`config.mk`:
```
export PLATFORM = sky130hd
export DESIGN_NAME = sc_level_progress_counter_flat
export DESIGN_NICKNAME = d
export VERILOG_FILES = /design/src/rtl/sc_game_pkg.sv /design/src/rtl/sc_level_progress_counter_if.sv /design/src/rtl/sc_tick_timer.sv /design/src/rtl/sc_level_progress_counter.sv /design/src/flat_wrapper.sv
export SDC_FILE = /design/constraint.sdc
export NUM_CORES = 1
export LEC_CHECK = 0
export BUFFER_PORTS_ARGS = -buffer_cell sky130_fd_sc_hd__buf_2
export CORE_MARGIN = 4
export CORE_UTILIZATION = 55
export CTS_CLUSTER_DIAMETER = 150
export CTS_CLUSTER_SIZE = 8
export DETAILED_ROUTE_END_ITERATION = 8
export PLACE_DENSITY = 0.74
export SKIP_CTS_REPAIR_TIMING = 1
export SYNTH_ARGS = -nofsm -noshare
export SYNTH_HDL_FRONTEND = slang
export SYNTH_SLANG_ARGS = --single-unit
```
`constraint.sdc`:
```
create_clock -name SC_LEVEL_PROGRESS_CLOCK_50 -period 3.6 [get_ports SC_LEVEL_PROGRESS_CLOCK_50]
set_input_delay 1.08 -clock SC_LEVEL_PROGRESS_CLOCK_50 [delete_from_list [all_inputs] [get_ports SC_LEVEL_PROGRESS_CLOCK_50]]
set_output_delay 1.08 -clock SC_LEVEL_PROGRESS_CLOCK_50 [all_outputs]
set_load 0.005 [all_outputs]
```
`src/rtl/sc_game_pkg.sv`:
```
// Shared game definitions: level codes and datapath widths used by the level FSM and its
// progress/tick companion.
package sc_game_pkg;

  localparam int unsigned LEVEL_WIDTH    = 3;
  localparam int unsigned PROGRESS_WIDTH = 5;

  typedef logic [LEVEL_WIDTH-1:0]    level_t;
  typedef logic [PROGRESS_WIDTH-1:0] progress_t;

  localparam level_t LEVEL_NONE = level_t'(0);
  localparam level_t LEVEL_1    = level_t'(1);
  localparam level_t LEVEL_2    = level_t'(2);
  localparam level_t LEVEL_3    = level_t'(3);
  localparam level_t LEVEL_END  = level_t'(4);

  // True while a level is actually being played (1..3).
  function automatic logic level_playing(input level_t lvl);
    return (lvl >= LEVEL_1) && (lvl <= LEVEL_3);
  endfunction

endpackage

```
`src/rtl/sc_level_progress_counter_if.sv`:
```
// Strobe/status bundle between the level FSM (master) and the level/progress counter (slave).
interface sc_level_progress_counter_if;
  import sc_game_pkg::*;

  logic      SC_LEVEL_PROGRESS_Start_InLow;
  logic      SC_LEVEL_PROGRESS_LevelFinished_InLow;
  logic      SC_LEVEL_PROGRESS_ProgressUpCount_InLow;
  logic      SC_LEVEL_PROGRESS_FinishedGame_InLow;
  level_t    SC_LEVEL_PROGRESS_CurrentLevel_Out;
  progress_t SC_LEVEL_PROGRESS_LvlProgressCount_Out;
  logic      SC_LEVEL_PROGRESS_T0_OutLow;
  logic      SC_LEVEL_PROGRESS_LevelChange_OutLow;

  modport master (
    output SC_LEVEL_PROGRESS_Start_InLow,
    output SC_LEVEL_PROGRESS_LevelFinished_InLow,
    output SC_LEVEL_PROGRESS_ProgressUpCount_InLow,
    output SC_LEVEL_PROGRESS_FinishedGame_InLow,
    input  SC_LEVEL_PROGRESS_CurrentLevel_Out,
    input  SC_LEVEL_PROGRESS_LvlProgressCount_Out,
    input  SC_LEVEL_PROGRESS_T0_OutLow,
    input  SC_LEVEL_PROGRESS_LevelChange_OutLow
  );

  modport slave (
    input  SC_LEVEL_PROGRESS_Start_InLow,
    input  SC_LEVEL_PROGRESS_LevelFinished_InLow,
    input  SC_LEVEL_PROGRESS_ProgressUpCount_InLow,
    input  SC_LEVEL_PROGRESS_FinishedGame_InLow,
    output SC_LEVEL_PROGRESS_CurrentLevel_Out,
    output SC_LEVEL_PROGRESS_LvlProgressCount_Out,
    output SC_LEVEL_PROGRESS_T0_OutLow,
    output SC_LEVEL_PROGRESS_LevelChange_OutLow
  );

endinterface

```
`src/rtl/sc_tick_timer.sv`:
```
// Free-running divider producing a one-cycle active-low tick every 'period' enabled clocks.
module sc_tick_timer #(
  parameter int unsigned TICK_WIDTH = 26
) (
  input  logic                  clk,
  input  logic                  rst_n,
  input  logic                  enable,
  input  logic                  reload,
  input  logic [TICK_WIDTH-1:0] period,
  output logic                  tick_n
);

  logic [TICK_WIDTH-1:0] count_q;

  // Reload dominates; a disabled timer holds its count and never ticks.
  always_ff @(posedge clk) begin
    if (!rst_n) begin
      count_q <= '0;
      tick_n  <= 1'b1;
    end else if (reload) begin
      count_q <= '0;
      tick_n  <= 1'b1;
    end else if (enable && (count_q == (period - TICK_WIDTH'(1)))) begin
      count_q <= '0;
      tick_n  <= 1'b0;
    end else begin
      if (enable) begin
        count_q <= count_q + TICK_WIDTH'(1);
      end
      tick_n <= 1'b1;
    end
  end

endmodule

```
`src/rtl/sc_level_progress_counter.sv`:
```
// Level register, in-level progress counter and level-paced T0 tick feeding the level FSM.
module sc_level_progress_counter
  import sc_game_pkg::*;
#(
  parameter int unsigned PROGRESS_TARGET = 20,
  parameter int unsigned TICK_WIDTH      = 26,
  parameter int unsigned TICK_PERIOD_L1  = 50000000,
  parameter int unsigned TICK_PERIOD_L2  = 25000000,
  parameter int unsigned TICK_PERIOD_L3  = 12500000
) (
  input  logic                         SC_LEVEL_PROGRESS_CLOCK_50,
  input  logic                         SC_LEVEL_PROGRESS_RESET_InLow,
  sc_level_progress_counter_if.slave   bus
);

  level_t                level_q, level_d;
  progress_t             progress_q, progress_d;
  logic                  level_change_q;
  logic                  finished_hist_q;
  logic                  level_inc_c;
  logic                  progress_step_c;
  logic                  timer_run_c;
  logic [TICK_WIDTH-1:0] period_c;
  logic                  tick_n;

  // State register
  always_ff @(posedge SC_LEVEL_PROGRESS_CLOCK_50) begin
    if (!SC_LEVEL_PROGRESS_RESET_InLow) begin
      level_q         <= LEVEL_NONE;
      progress_q      <= '0;
      level_change_q  <= 1'b1;
      finished_hist_q <= 1'b1;
    end else begin
      level_q         <= level_d;
      progress_q      <= progress_d;
      level_change_q  <= ~level_inc_c;
      finished_hist_q <= bus.SC_LEVEL_PROGRESS_LevelFinished_InLow;
    end
  end

  // Next state: a level increment always clears progress, even against a progress strobe
  always_comb begin
    level_d    = level_q;
    progress_d = progress_q;
    if (level_inc_c) begin
      progress_d = '0;
      if (level_q == LEVEL_NONE) begin
        level_d = LEVEL_1;
      end else if (level_q == LEVEL_3) begin
        level_d = LEVEL_END;
      end else begin
        level_d = level_q + level_t'(1);
      end
    end else if (progress_step_c) begin
      progress_d = progress_q + progress_t'(1);
    end
  end

  // Control decode; FinishedGame low freezes every update
  always_comb begin
    level_inc_c     = 1'b0;
    progress_step_c = 1'b0;
    timer_run_c     = 1'b0;
    if (bus.SC_LEVEL_PROGRESS_FinishedGame_InLow) begin
      if (level_q == LEVEL_NONE) begin
        level_inc_c = ~bus.SC_LEVEL_PROGRESS_Start_InLow;
      end else if (level_playing(level_q)) begin
        level_inc_c     = finished_hist_q & ~bus.SC_LEVEL_PROGRESS_LevelFinished_InLow;
        progress_step_c = ~bus.SC_LEVEL_PROGRESS_ProgressUpCount_InLow &&
                          (progress_q < PROGRESS_WIDTH'(PROGRESS_TARGET));
        timer_run_c     = 1'b1;
      end
    end

    case (level_q)
      LEVEL_2: period_c = TICK_WIDTH'(TICK_PERIOD_L2);
      LEVEL_3: period_c = TICK_WIDTH'(TICK_PERIOD_L3);
      default: period_c = TICK_WIDTH'(TICK_PERIOD_L1);
    endcase
  end

  sc_tick_timer #(
    .TICK_WIDTH (TICK_WIDTH)
  ) u_tick_timer (
    .clk    (SC_LEVEL_PROGRESS_CLOCK_50),
    .rst_n  (SC_LEVEL_PROGRESS_RESET_InLow),
    .enable (timer_run_c),
    .reload (level_inc_c),
    .period (period_c),
    .tick_n (tick_n)
  );

  assign bus.SC_LEVEL_PROGRESS_CurrentLevel_Out     = level_q;
  assign bus.SC_LEVEL_PROGRESS_LvlProgressCount_Out = progress_q;
  assign bus.SC_LEVEL_PROGRESS_T0_OutLow            = tick_n;
  assign bus.SC_LEVEL_PROGRESS_LevelChange_OutLow   = level_change_q;

endmodule
```
`src/flat_wrapper.sv`:
```
// flat-port wrapper written by rule: the top's interface ports become plain ports
module sc_level_progress_counter_flat import sc_game_pkg::*;
#(
  parameter int unsigned PROGRESS_TARGET = 20,
  parameter int unsigned TICK_WIDTH      = 26,
  parameter int unsigned TICK_PERIOD_L1  = 50000000,
  parameter int unsigned TICK_PERIOD_L2  = 25000000,
  parameter int unsigned TICK_PERIOD_L3  = 12500000
)
  (SC_LEVEL_PROGRESS_CLOCK_50, SC_LEVEL_PROGRESS_RESET_InLow, bus_SC_LEVEL_PROGRESS_Start_InLow, bus_SC_LEVEL_PROGRESS_LevelFinished_InLow, bus_SC_LEVEL_PROGRESS_ProgressUpCount_InLow, bus_SC_LEVEL_PROGRESS_FinishedGame_InLow, bus_SC_LEVEL_PROGRESS_CurrentLevel_Out, bus_SC_LEVEL_PROGRESS_LvlProgressCount_Out, bus_SC_LEVEL_PROGRESS_T0_OutLow, bus_SC_LEVEL_PROGRESS_LevelChange_OutLow);
  sc_level_progress_counter_if bus_i ();
  input  logic SC_LEVEL_PROGRESS_CLOCK_50;
  input  logic SC_LEVEL_PROGRESS_RESET_InLow;
  input wire logic [$bits(bus_i.SC_LEVEL_PROGRESS_Start_InLow)-1:0] bus_SC_LEVEL_PROGRESS_Start_InLow;
  input wire logic [$bits(bus_i.SC_LEVEL_PROGRESS_LevelFinished_InLow)-1:0] bus_SC_LEVEL_PROGRESS_LevelFinished_InLow;
  input wire logic [$bits(bus_i.SC_LEVEL_PROGRESS_ProgressUpCount_InLow)-1:0] bus_SC_LEVEL_PROGRESS_ProgressUpCount_InLow;
  input wire logic [$bits(bus_i.SC_LEVEL_PROGRESS_FinishedGame_InLow)-1:0] bus_SC_LEVEL_PROGRESS_FinishedGame_InLow;
  output wire logic [$bits(bus_i.SC_LEVEL_PROGRESS_CurrentLevel_Out)-1:0] bus_SC_LEVEL_PROGRESS_CurrentLevel_Out;
  output wire logic [$bits(bus_i.SC_LEVEL_PROGRESS_LvlProgressCount_Out)-1:0] bus_SC_LEVEL_PROGRESS_LvlProgressCount_Out;
  output wire logic [$bits(bus_i.SC_LEVEL_PROGRESS_T0_OutLow)-1:0] bus_SC_LEVEL_PROGRESS_T0_OutLow;
  output wire logic [$bits(bus_i.SC_LEVEL_PROGRESS_LevelChange_OutLow)-1:0] bus_SC_LEVEL_PROGRESS_LevelChange_OutLow;
  assign bus_i.SC_LEVEL_PROGRESS_Start_InLow = bus_SC_LEVEL_PROGRESS_Start_InLow;
  assign bus_i.SC_LEVEL_PROGRESS_LevelFinished_InLow = bus_SC_LEVEL_PROGRESS_LevelFinished_InLow;
  assign bus_i.SC_LEVEL_PROGRESS_ProgressUpCount_InLow = bus_SC_LEVEL_PROGRESS_ProgressUpCount_InLow;
  assign bus_i.SC_LEVEL_PROGRESS_FinishedGame_InLow = bus_SC_LEVEL_PROGRESS_FinishedGame_InLow;
  assign bus_SC_LEVEL_PROGRESS_CurrentLevel_Out = bus_i.SC_LEVEL_PROGRESS_CurrentLevel_Out;
  assign bus_SC_LEVEL_PROGRESS_LvlProgressCount_Out = bus_i.SC_LEVEL_PROGRESS_LvlProgressCount_Out;
  assign bus_SC_LEVEL_PROGRESS_T0_OutLow = bus_i.SC_LEVEL_PROGRESS_T0_OutLow;
  assign bus_SC_LEVEL_PROGRESS_LevelChange_OutLow = bus_i.SC_LEVEL_PROGRESS_LevelChange_OutLow;
  sc_level_progress_counter #(.PROGRESS_TARGET(PROGRESS_TARGET), .TICK_WIDTH(TICK_WIDTH), .TICK_PERIOD_L1(TICK_PERIOD_L1), .TICK_PERIOD_L2(TICK_PERIOD_L2), .TICK_PERIOD_L3(TICK_PERIOD_L3)) u_core (.SC_LEVEL_PROGRESS_CLOCK_50(SC_LEVEL_PROGRESS_CLOCK_50), .SC_LEVEL_PROGRESS_RESET_InLow(SC_LEVEL_PROGRESS_RESET_InLow), .bus(bus_i));
endmodule
```
==> results.md <==
- Run status: completed
- R2r setup slk: 830 ps
- CTS Root Cell: clkbuf_4
- Crit start category: register
- Layout Skew: 9.92 ps
- # H-tree levels: 2
- Core Rows: 21
- Seq/Total Area, Yosys: 0.381
- Clk sinks: 37
- All-Layer GR Usage: 0.196
- Synth async-reset ratio: 0
- Post-synth EDFFs: 0
- Worst R2R End: u_core.u_tick_timer.count_q[25]$_SDFFE_PP0P_
- Worst-path clk slew: 110 ps
- Routed WL: 3740 µm
- Synth Area in XOR/XNOR: 0.144
- Grt ovf: 0
- Number of vias per cell: 5.36
- Setup violations, final: 0
- Total power divided by cell area: 392 nW/µm²
- Worst VDD drop: 0.000325 V
- Design area: 2160 µm²
- ANT nets after route: 0
- TritonRoute pass-1 iters: 4
- Sequential share of power: 0.493
- I/O Pins: 16
- Number of global-route vias before repair: 1527
- Synth Area in Compound Gates: 0.0683
- Yosys warning total: 0
- Internal power: 658 µW
- Final period utilization: 0.769
- Synth cell count leaders: nor2_1, dfxtp_1, nand2_1, xor2_1, xnor2_1
- Cell accounting for the most synthesized area: dfxtp_1
- Dpl hpwl: 2790 µm
- Switch share: 0.226
- Max Slew Vio Count: 0
- Worst-case reg-to-reg path depth: 8
- Ys flop type: dfxtp_1
- CORE AREA: 3360 µm²
- Largest family of logic cells by synthesized area: simple AND/OR/NAND/NOR gates
- Yosys top cell area share: 0.381
- Synth Area in Simple Gates: 0.294
- Comb pwr share: 0.086
- Synth Area in Adders: 0.0631
- Setup crit end: u_core.u_tick_timer.count_q[25]$_SDFFE_PP0P_
- Syn avg cell area: 8.60 µm²
- Fin Hold WS: 519 ps
- Height of the die: 67.4 µm
- Setup Slack @ Placement: 814 ps
- Worst-case clock buffer depth: 2
- DR iter-0 viols: 63
- Die area: 4550 µm²
- Rel. slew slack: 0.564
- Die width: 67.4 µm
- Max-cap violations: 0
- Clk_lat worst skew: 350 ps
- Worst-Margin Slew: 647 ps
- Crit path DAT: 3010 ps
- Num CTS Buffers: 5
- Setup TNS: 0 ps
- Post-synthesis cell type count: 44
- PortBufs: 15
- Via count: 1565
- Area grow syn2layout: 11.4%
- Antenna diodes: 0
- LEAKAGE: 0.000810 µW
- CP endpoint kind: register
- Critical-path maximum fanout: 12
- Synth top area cells: dfxtp_1, nor2_1, xor2_1, xnor2_1, ha_1
- Starting density of the core: 0.578
- Switching Power: 192 µW
- Nets: 260
- Mapped Cells: 226
- Endpoints failing hold: 0
- Syn Nets: 241
- Post-route DRC: 0
- Largest net degree at the start of global routing: 15
- Yosys reg bits: 37
- Post-Route Utilization: 0.644
- Tmin final: 2770 ps
- Maximum operating frequency: 361 MHz
- Worst hold path class: register to register
- Type of the worst setup path: register to register
- CP required: 3850 ps
- CTS tree: built
- Routability cong.: 0.783
- Share of cells above drive strength 1: 0.142
- Post-synthesis mux area share: 0.0109
- Final WS setup: 833 ps
- Initial antenna violation count: 0
- Routed length per placed instance: 12.8 µm
- RSZ-0062 raised after global routing: false
- Count leader, synth: nor2_1
- Clk pwr share: 0.422
- Area post-placement: 2060 µm²
- Mapped cell area: 1940 µm²
- First-pass GRT wire length: 6670 µm
-- power by group through the flow --
stage / Combinational, µW / Clock (µW) / Sequential [µW]
floorplan: 53.7 / 0 / 427
global placement: 73.0 / 0 / 427
detailed placement: 73.6 / 0 / 428
CTS: 73.9 / 365 / 418
global route: 82.1 / 388 / 419
finish: 72.8 / 358 / 418
-- per-layer routing --
layer / track usage / up-vias / routed length, µm
li1: - / 808 / -
met1: 0.229 / 732 / 1700
met2: 0.333 / 19 / 1860
met3: 0.0582 / 6 / 130
met4: 0.0810 / 0 / 50
met5: 0 / - / 0
-- worst max-delay path: stages, from the launching register on --
cell and delay, ps:
dfxtp_1 440, ha_1 210, ha_1 410, or2b_1 190, or4b_4 500, nor3_1 490, nand4_1 180, xor2_1 180
nor2_1 50
-- cell families after synthesis --
| logic type | after synthesis |
|---|---|
| xor gates and xnor gates | 32 |
| DFF | 37 |
| muxes | 2 |
| AOI/OAI and AO/OA | 17 |
| and+or+nand+nor | 113 |
| adders and majority gates | 10 |
| buffers and inverters | 15 |
-- registers in the layout (all words and copies together), names as in the netlist --
name                                               cells
u_core.finished_hist_q                                 1
u_core.u_tick_timer.count_q                           26
u_core.bus.SC_LEVEL_PROGRESS_LvlProgressCount_Out      5
u_core.u_tick_timer.tick_n                             1
u_core.bus.SC_LEVEL_PROGRESS_CurrentLevel_Out          3
u_core.bus.SC_LEVEL_PROGRESS_LevelChange_OutLow        1
-- cells in the final DEF, fill, tap and decap left out, drive strengths merged, types with 5 or more instances in the layout --
cell type,synthesis,routed
nand2,18,18
ha,9,9
nand3,6,6
o21ai,6,6
clkbuf,2,5
xnor2,15,15
xor2,17,17
nor3,5,5
buf,5,19
inv,8,8
nor2,44,44
dfxtp,37,37
nand4,11,11
and3,6,6
-- cell type report --
class                           instances  area [µm²]
Tap cell                               46        57.6
Multi-Input combinational cell        174        1130
Clock inverter                          3        65.1
Sequential cell                        37         741
Clock buffer                            5        37.5
Fill cell                             330        1200
Timing Repair Buffer                   19         105
Inverter                                8        30.0
-- how the worst min path moves through the flow --
stage | start | to | slack (ps) | cells after the start
after floorplan | u_core.u_tick_timer.count_q[1]$_SDFFE_PP0P_ | u_core.u_tick_timer.count_q[1]$_SDFFE_PP0P_ | 470 | 2
after global placement | register | register | 490 | 2
after detailed placement | u_core.u_tick_timer.count_q[1]$_SDFFE_PP0P_ | u_core.u_tick_timer.count_q[1]$_SDFFE_PP0P_ | 500 | 2
after CTS | u_core.u_tick_timer.count_q[1]$_SDFFE_PP0P_ | u_core.u_tick_timer.count_q[1]$_SDFFE_PP0P_ | 510 | 2
after global routing | u_core.u_tick_timer.count_q[1]$_SDFFE_PP0P_ | u_core.u_tick_timer.count_q[1]$_SDFFE_PP0P_ | 530 | 2
final | u_core.u_tick_timer.count_q[1]$_SDFFE_PP0P_ | u_core.u_tick_timer.count_q[1]$_SDFFE_PP0P_ | 520 | 2
-- through the flow --
step / instances / total power (µW)
2_1_floorplan: 226 / 481
3_3_place_gp: 284 / 500
6_report: 292 / 849
3_5_place_dp: 284 / 501
4_1_cts: 292 / 857
5_1_grt: 292 / 889
Note: power is estimated with default switching activity, not from simulation.
